$ cat src/rtl/claw_game_ctrl.sv
// Claw-machine game sequencer: coin credits, game phase FSM and timer handshake.
// All outputs are registered from the state/arm registers, so they trail the state by one clk.
//
//   state     | meaning
//   ----------+------------------------------------------------
//   S_IDLE    | waiting for start with a credit available
//   S_PLAY    | player moves gantry, move-window timer T1 runs
//   S_DROP    | claw lowering, motion timer T2 runs
//   S_GRAB    | claw closing, motion timer T2 runs
//   S_LIFT    | claw rising, motion timer T2 runs
//   S_RELEASE | claw opening over the chute, motion timer T2 runs
module claw_game_ctrl #(
  parameter int MAX_CREDIT = 9,
  parameter int CW         = 4
) (
  input  logic          clk,
  input  logic          rst,
  input  logic          coin,
  input  logic          start,
  input  logic          drop,
  input  logic          Timeout1,
  input  logic          Timeout2,
  output logic          R_TR,
  output logic          En_T1,
  output logic          En_T2,
  output logic          move_en,
  output logic          claw_down,
  output logic          claw_close,
  output logic          claw_up,
  output logic          claw_open,
  output logic [CW-1:0] credits,
  output logic          busy
);

  typedef enum logic [2:0] {
    S_IDLE,
    S_PLAY,
    S_DROP,
    S_GRAB,
    S_LIFT,
    S_RELEASE
  } state_t;

  localparam logic [CW-1:0] LP_MAX = CW'(MAX_CREDIT);

  state_t        r_state;
  state_t        w_state_nxt;
  logic          r_arm;
  logic          w_arm_nxt;
  logic          r_coin_q;
  logic [CW-1:0] r_credits;
  logic [CW-1:0] w_cred_inc;
  logic [CW-1:0] w_cred_nxt;
  logic          w_coin_edge;
  logic          w_start_ok;
  logic          w_live;
  logic          w_motion;

  logic r_rtr, r_en_t1, r_en_t2, r_move, r_down, r_close, r_up, r_open, r_busy;

  assign w_coin_edge = coin & ~r_coin_q;
  assign w_start_ok  = (r_state == S_IDLE) & start & (r_credits != '0);
  assign w_motion    = (r_state == S_DROP) | (r_state == S_GRAB) |
                       (r_state == S_LIFT) | (r_state == S_RELEASE);

  // Saturate the coin first so coin+start at the limit nets MAX_CREDIT-1.
  assign w_cred_inc = (w_coin_edge && (r_credits < LP_MAX)) ? r_credits + CW'(1) : r_credits;
  assign w_cred_nxt = w_start_ok ? w_cred_inc - CW'(1) : w_cred_inc;

  // A timer is only trusted once its clear has gone out and its enable is visible.
  always_comb begin
    w_state_nxt = r_state;
    w_arm_nxt   = 1'b0;
    w_live      = 1'b0;
    case (r_state)
      S_IDLE: begin
        if (w_start_ok) begin
          w_state_nxt = S_PLAY;
          w_arm_nxt   = 1'b1;
        end
      end
      S_PLAY: begin
        w_live = ~r_arm & r_en_t1;
        if (w_live && (drop || Timeout1)) begin
          w_state_nxt = S_DROP;
          w_arm_nxt   = 1'b1;
        end
      end
      S_DROP: begin
        w_live = ~r_arm & r_en_t2;
        if (w_live && Timeout2) begin
          w_state_nxt = S_GRAB;
          w_arm_nxt   = 1'b1;
        end
      end
      S_GRAB: begin
        w_live = ~r_arm & r_en_t2;
        if (w_live && Timeout2) begin
          w_state_nxt = S_LIFT;
          w_arm_nxt   = 1'b1;
        end
      end
      S_LIFT: begin
        w_live = ~r_arm & r_en_t2;
        if (w_live && Timeout2) begin
          w_state_nxt = S_RELEASE;
          w_arm_nxt   = 1'b1;
        end
      end
      S_RELEASE: begin
        w_live = ~r_arm & r_en_t2;
        if (w_live && Timeout2) begin
          w_state_nxt = S_IDLE;
        end
      end
      default: w_state_nxt = S_IDLE;
    endcase
  end

  always_ff @(posedge clk or posedge rst) begin
    if (rst) begin
      r_state   <= S_IDLE;
      r_arm     <= 1'b0;
      r_coin_q  <= 1'b0;
      r_credits <= '0;
    end else begin
      r_state   <= w_state_nxt;
      r_arm     <= w_arm_nxt;
      r_coin_q  <= coin;
      r_credits <= w_cred_nxt;
    end
  end

  always_ff @(posedge clk or posedge rst) begin
    if (rst) begin
      r_rtr   <= 1'b0;
      r_en_t1 <= 1'b0;
      r_en_t2 <= 1'b0;
      r_move  <= 1'b0;
      r_down  <= 1'b0;
      r_close <= 1'b0;
      r_up    <= 1'b0;
      r_open  <= 1'b0;
      r_busy  <= 1'b0;
    end else begin
      r_rtr   <= r_arm;
      r_en_t1 <= (r_state == S_PLAY) & ~r_arm;
      r_en_t2 <= w_motion & ~r_arm;
      r_move  <= (r_state == S_PLAY);
      r_down  <= (r_state == S_DROP);
      r_close <= (r_state == S_GRAB);
      r_up    <= (r_state == S_LIFT);
      r_open  <= (r_state == S_RELEASE);
      r_busy  <= (r_state != S_IDLE);
    end
  end

  assign R_TR       = r_rtr;
  assign En_T1      = r_en_t1;
  assign En_T2      = r_en_t2;
  assign move_en    = r_move;
  assign claw_down  = r_down;
  assign claw_close = r_close;
  assign claw_up    = r_up;
  assign claw_open  = r_open;
  assign credits    = r_credits;
  assign busy       = r_busy;

endmodule

$ cat config.mk
export PLATFORM = sky130hd
export DESIGN_NAME = claw_game_ctrl
export DESIGN_NICKNAME = d
export VERILOG_FILES = /design/src/rtl/claw_game_ctrl.sv
export SDC_FILE = /design/constraint.sdc
export NUM_CORES = 1
export LEC_CHECK = 0
export CORE_AREA = 2 2 46 48
export CTS_CLUSTER_DIAMETER = 80
export DETAILED_ROUTE_END_ITERATION = 10
export DIE_AREA = 0 0 48 50
export PLACE_DENSITY = 0.74
export SLEW_MARGIN = 30
export SYNTH_ARGS = -nofsm -noshare
export SYNTH_HDL_FRONTEND = slang
export SYNTH_SLANG_ARGS = --single-unit
$ cat constraint.sdc
create_clock -name clk -period 2.02 [get_ports clk]
set_clock_uncertainty 0.15 [all_clocks]
set_input_delay 0.404 -clock clk [delete_from_list [all_inputs] [get_ports clk]]
set_output_delay 0.404 -clock clk [all_outputs]
set_load 0.02 [all_outputs]
==> impl_metrics.env, run 1 <==
export IMPL_crit_path_end_kind="primary output"
export IMPL_vdd_drop_max_uv=707
export IMPL_ys_warn_count=0
export IMPL_die_area_um2=2400
export IMPL_worst_setup_path_start_kind="register"
export IMPL_worstPathRequired_ps=1470
export IMPL_ys_seq_area_share_pct=52.4
export IMPL_intPower_mw=1.09
export IMPL_synth_seq_cells=18
export IMPL_root_buffer="clkbuf_4"
export IMPL_drcViolationCount=0
export IMPL_p_clk_share_pct=12.0
export IMPL_syn_area_per_cell_um2=11.2
export IMPL_power_per_cell_area_nw_per_um2=1570
export IMPL_viasPerCell=4.93
export IMPL_synthCells=77
export IMPL_comb_power_share_pct=53.3
export IMPL_worst_pin_slew_ps=282
export IMPL_area_delta_synth_final_pct=35.4
export IMPL_critical_path_class="register to primary output"
export IMPL_grt_use_total_pct=16.7
export IMPL_grt_pass1_vias=602
export IMPL_rsz0062_at_grt="no"
export IMPL_cts_tree="yes"
export IMPL_portBuffers=19
export IMPL_place_detailed_hpwl_um=1220
export IMPL_num_rows=16
export IMPL_outcome="finished clean"
export IMPL_seq_area_um2=450
export IMPL_final_util_pct=61.2
export IMPL_antenna_found_initial=0
export IMPL_leakage_nw=0.531
export IMPL_ant_nets=0
export IMPL_cts_htree_levels=1
export IMPL_grt_max_degree=17
export IMPL_ys_types=28
export IMPL_cts_sinks=18
export IMPL_switchingPower_uw=736
export IMPL_preCtsSetupSlack_ps=-164
export IMPL_max_freq_ghz=0.514
export IMPL_drive_gt1_share_pct=17.9
export IMPL_finalSetupViolations=0
export IMPL_multi_input_area_um2=379
export IMPL_fillerInstances=150
export IMPL_grt_overflow=0
export IMPL_place_area_um2=1120
export IMPL_core_region_area_um2=1900
export IMPL_min_period_over_period_pct=96.4
export IMPL_cap_violations=0
export IMPL_switching_share_pct=40.3
export IMPL_dieHeight_um=50
export IMPL_gp_congestion=0.744
export IMPL_setup_slack_ps=73.3
export IMPL_period_needed_ps=1950
export IMPL_fp_dieW_um=48
export IMPL_drtIter0Drc=8
export IMPL_cts_buffers=3
export IMPL_start_util_pct=45.2
export IMPL_syn_area_um2=860
export IMPL_nNetsFinal=117
export IMPL_seqPwrFrac_pct=34.6
export IMPL_maxSlewHeadroom_pct=80.9
export IMPL_hold_viol_final=0
export IMPL_clock_latency_ps=290
export IMPL_grt_pass1_wl_um=2790
export IMPL_routed_wl_um=1570
export IMPL_dr_total_vias=656
export IMPL_wl_per_cell_um=11.8
export IMPL_diodes=0
export IMPL_largest_reg_flops=4
export IMPL_report_final_slew_viol_count=0
export IMPL_hold_path_class="primary input to async pin"
export IMPL_cp_max_fo=5
export IMPL_cts_clk_slew_worst_paths_ps=100
export IMPL_cp_arrival_ps=1390
export IMPL_ios=20
export IMPL_clk_path_buf_depth=2
export IMPL_tns_ps=0
export IMPL_firstDrtPassIters=4
export IMPL_fin_area_um2=1160
export IMPL_syn_nets=87
==> layout make-up <==
type	instances	area share, %
multi-input combinational	52	32.6
inverter	6	1.94
timing repair buffer	26	20.8
sequential	18	38.7
tap	27	2.90
clock buffer	4	3.12
==> power groups by stage <==
stage / Sequential, mW / Combinational [mW] / Clock [mW]
after global routing: 0.658 / 1.07 / 0.253
after floorplan: 0.744 / 0.490 / 0
after global placement: 0.631 / 0.950 / 0
after detailed placement: 0.643 / 0.972 / 0
after CTS: 0.634 / 0.972 / 0.228
final: 0.632 / 0.973 / 0.220
==> layer usage <==
metal,wire (µm),up-vias,GRT usage (%)
met5,0,-,0
met4,31,0,9.46
met3,72,4,4.40
met2,784,19,24.2
met1,681,312,21.7
li1,-,321,-
==> final timing paths <==
kind,to,from,depth (start not counted),slack (ps)
worst max register to register,credits[2]$_DFF_PP0_,credits[1]$_DFF_PP0_,9,170
min in group clk,R_TR$_DFF_PP0_,r_arm$_DFF_PP0_,0,270
worst min-delay path,r_coin_q$_DFF_PP0_,rst,2,110
worst min register to register,R_TR$_DFF_PP0_,r_arm$_DFF_PP0_,0,270
worst max-delay path,credits[0],credits[0]$_DFF_PP0_,2,70
max in group asynchronous,En_T2$_DFF_PP0_,rst,3,1220
==> Yosys cell counts (all sizes together) <==
cell type,instances,area (µm²)
a21boi,1,18.8
a21o,1,7.51
a21oi,4,20.0
a31oi,1,6.26
a41oi,2,17.5
and3,1,6.26
buf,1,11.3
dfrtp,18,450
ha,3,37.5
inv,6,22.5
mux2i,3,30.0
nand2,6,22.5
nand2b,4,32.5
nand3,1,5.00
nand4,1,6.26
nor2,10,37.5
nor2b,1,8.76
nor3,2,21.3
nor3b,1,12.5
o2111ai,1,8.76
o211ai,2,20.0
o21a,1,7.51
o21ai,1,5.00
xnor2,5,43.8
==> layout by cell type (no fill, tap or decap) <==
cell type / instances
a21boi_4: 1
a21o_1: 1
a21oi_1: 3
a21oi_2: 1
a31oi_1: 1
a41oi_1: 2
and3_1: 1
buf_4: 7
clkbuf_4: 3
clkbuf_8: 1
clkdlybuf4s50_1: 18
dfrtp_1: 18
dlygate4sd2_1: 1
ha_1: 3
inv_1: 5
inv_2: 1
mux2i_1: 3
nand2_1: 6
nand2b_1: 3
nand2b_4: 1
nand3_1: 1
nand4_1: 1
nor2_1: 10
nor2b_2: 1
nor3_1: 1
nor3_4: 1
nor3b_2: 1
o2111ai_1: 1
o211ai_1: 1
o211ai_2: 1
o21a_1: 1
o21ai_1: 1
xnor2_1: 5
==> cell families after synthesis <==
family          count (synthesis)  share of synthesized area, %
xor+xnor                        5                          5.09
flops                          18                          52.4
buf+inv                         7                          3.93
fa+ha+maj                       3                          4.37
simple gates                   27                          17.8
mux                             3                          3.49
compound gates                 14                          13.0
==> stage by stage <==
stage	cells	power, mW	hold slack [ps]
floorplan	77	1.23	193
global placement	129	1.58	246
detailed placement	129	1.62	252
CTS	133	1.83	100
global route	133	1.98	108
finish	133	1.82	105
==> what timing repair did <==
action / 4_1_cts / 5_1_grt
resized for setup: 1 / 1
gates cloned: 0 / 0
hold buffers: 0 / 0
setup endpoints to repair: 1 / 2
buffers inserted: 0 / 0
hold endpoints to repair: 0 / 0
==> critical path, stage by stage (launching register included) <==
cell,delay [ps]
dfrtp_1,360
buf_4,140
clkdlybuf4s50_1,600
Power figures use the tool's default switching activity.
==> inputs of run 2 (changes only) <==
==> config.mk (replaced) <==
export PLATFORM = sky130hd
export DESIGN_NAME = claw_game_ctrl
export DESIGN_NICKNAME = d
export VERILOG_FILES = /design/src/rtl/claw_game_ctrl.sv
export SDC_FILE = /design/constraint.sdc
export NUM_CORES = 1
export LEC_CHECK = 0
export CORE_AREA = 2 2 45 47
export DETAILED_ROUTE_END_ITERATION = 10
export DIE_AREA = 0 0 47 49
export PLACE_DENSITY = 0.77
export SLEW_MARGIN = 10
export SYNTH_ARGS = -nofsm -noshare
export SYNTH_HDL_FRONTEND = slang
export SYNTH_SLANG_ARGS = --single-unit
==> constraint.sdc (replaced) <==
create_clock -name clk -period 2.4 [get_ports clk]
set_clock_uncertainty 0.15 [all_clocks]
set_input_delay 0.48 -clock clk [delete_from_list [all_inputs] [get_ports clk]]
set_output_delay 0.48 -clock clk [all_outputs]
set_load 0.02 [all_outputs]
==> run 2 against run 1 <==
  * Sequential share of layout area up 2.4 points
  * Critical path depth decreased by 1
  * Largest cell class unchanged
  * Global-route usage shrank 0.97 points
  * Combinational power shrank 23%
  * Utilization fell by 1.7 points
  * Highest routed layer unchanged
  * Power decreased by 22%
  * Largest power group unchanged
  * Die area decreased by 4.0%
  * Wire length shrank 2.0%
  * Non-clock buffer count shrank 7
==> impl_metrics.env, run 2 (same netlist as run 1, synthesis figures left out) <==
export IMPL_outcome="finished clean"
export IMPL_largest_reg_flops=4
export IMPL_min_period_over_period_pct=86.0
export IMPL_period_needed_ps=2060
export IMPL_clk_path_buf_depth=2
export IMPL_grt_max_degree=19
export IMPL_power_per_cell_area_nw_per_um2=1300
export IMPL_slowest_delay_ps=660
export IMPL_dr_total_vias=635
export IMPL_grt_pass1_wl_um=2580
export IMPL_final_cell_mix="clkdlybuf4s50_1, dfrtp_1, nor2_1, nand2_1"
export IMPL_worst_setup_path_start_kind="register"
export IMPL_cts_htree_levels=1
export IMPL_wl_met1_um=680
export IMPL_rsz0062_at_grt="no"
export IMPL_portBuffers=19
export IMPL_r2r_cells=9
export IMPL_start_util_pct=46.7
export IMPL_gp_congestion=0.725
export IMPL_finalSetupViolations=0
export IMPL_crit_buf_inv=1
export IMPL_cts_resized=0
export IMPL_die_area_um2=2300
export IMPL_dr_wl_met3_um=70
export IMPL_cp_max_fo=6
export IMPL_diodes=0
export IMPL_top_layer="met4"
export IMPL_routed_wl_um=1540
export IMPL_r2r_end="credits[2]$_DFF_PP0_"
export IMPL_r2r_start="credits[0]$_DFF_PP0_"
export IMPL_ios=20
export IMPL_fp_dieW_um=47
export IMPL_hold_path_class="register to register"
export IMPL_firstDrtPassIters=4
export IMPL_cts_sinks=18
export IMPL_cts_clk_slew_worst_paths_ps=90
export IMPL_max_freq_ghz=0.485
export IMPL_hold_viol_final=0
export IMPL_cp_arrival_ps=1430
export IMPL_grt_overflow=0
export IMPL_num_rows=16
export IMPL_crit_path_end_kind="primary output"
export IMPL_drive_gt1_share_pct=10.2
export IMPL_crit_family="buffers and inverters"
export IMPL_drcViolationCount=0
export IMPL_met2WireLength_um=761
export IMPL_slowest_stage="clkdlybuf4s50_1"
export IMPL_leakage_nw=0.489
export IMPL_root_buffer="clkbuf_4"
export IMPL_report_final_slew_viol_count=0
export IMPL_path_cells="clkdlybuf4s50_1"
export IMPL_core_region_area_um2=1840
export IMPL_grt_use_total_pct=15.7
export IMPL_ant_nets=0
export IMPL_worstPathRequired_ps=1770
export IMPL_clock_latency_ps=290
export IMPL_antenna_found_initial=0
export IMPL_dieHeight_um=49
export IMPL_viasPerCell=5.08
export IMPL_critical_path_class="register to primary output"
export IMPL_cts_buffers=3
export IMPL_grt_pass1_vias=627
export IMPL_fillerInstances=162
export IMPL_r2r_setup_slack_ps=410
export IMPL_nNetsFinal=110
export IMPL_crit_end="credits[3]"
export IMPL_cts_tree="yes"
export IMPL_worst_pin_slew_ps=655
export IMPL_tns_ps=0
export IMPL_whs_ps=267
export IMPL_postCtsHoldBufs=0
export IMPL_cts_setup_buffers=0
export IMPL_area_delta_synth_final_pct=27.4
export IMPL_wl_per_cell_um=12.3
export IMPL_cap_violations=0
export IMPL_drtIter0Drc=12
export IMPL_vdd_drop_max_uv=541
export IMPL_final_common_cell="clkdlybuf4s50_1"
export IMPL_maxSlewHeadroom_pct=56.3
export IMPL_startpoint="credits[3]$_DFF_PP0_"
export IMPL_place_detailed_hpwl_um=1170
export IMPL_crit_cells=1
run 2: cell count changes in the layout (fill, tap and decap cells not counted):
cell / change
clkbuf_8: -1
clkdlybuf4s50_1: +1
a21oi_2: -1
a21oi_1: +1
dlygate4sd2_1: -1
buf_4: -7
run 2: power by group:
group	switching, mW	internal, mW
combinational	0.394	0.354
clock	0.0836	0.0583
sequential	0.120	0.419
total	0.597	0.831
run 2: per-layer routing:
| metal | track usage [%] | vias up |
|---|---|---|
| met2 | 23.5 | 19 |
| met4 | 9.72 | 0 |
| met5 | 0 | - |
| met3 | 3.33 | 4 |
| met1 | 20.0 | 305 |
| li1 | - | 307 |
run 2: worst min path at each step:
stage                         start             end  depth (start not counted)
global route        r_arm$_DFF_PP0_  R_TR$_DFF_PP0_                          0
global placement    r_arm$_DFF_PP0_  R_TR$_DFF_PP0_                          0
detailed placement  r_arm$_DFF_PP0_  R_TR$_DFF_PP0_                          0
floorplan           r_arm$_DFF_PP0_  R_TR$_DFF_PP0_                          0
CTS                 r_arm$_DFF_PP0_  R_TR$_DFF_PP0_                          0
finish              r_arm$_DFF_PP0_  R_TR$_DFF_PP0_                          0
run 2: cell type report:
type | count | area (µm²) | area share (%)
clock buffers | 3 | 22.5 | 2.06
flip-flops and latches | 18 | 450 | 41.1
multi-input cells | 52 | 375 | 34.3
repair buffers | 19 | 190 | 17.4
inverters | 6 | 22.5 | 2.06
well taps | 27 | 33.8 | 3.09
run 2: through the flow:
step                      setup WS (ps)  instance area [µm²]  power (mW)  std cells  utilization (%)
after floorplan                     542                  860        1.04         77                -
after detailed placement           49.3                 1070        1.30        122             58.2
after global routing                246                 1090        1.54        125             59.4
final                               337                 1090        1.43        125             59.4
after CTS                           315                 1090        1.44        125             59.4
after global placement              167                 1070        1.27        122             58.2
==> inputs of run 3 (changes only) <==
--- a/config.mk
+++ b/config.mk
@@ -9,7 +9,7 @@
 export DETAILED_ROUTE_END_ITERATION = 10
 export DIE_AREA = 0 0 47 49
 export PLACE_DENSITY = 0.77
-export SLEW_MARGIN = 10
+export SLEW_MARGIN = 20
 export SYNTH_ARGS = -nofsm -noshare
 export SYNTH_HDL_FRONTEND = slang
 export SYNTH_SLANG_ARGS = --single-unit
==> results of run 3 <==
No change in the layout: final DEF, timing and power equal those of run 2.
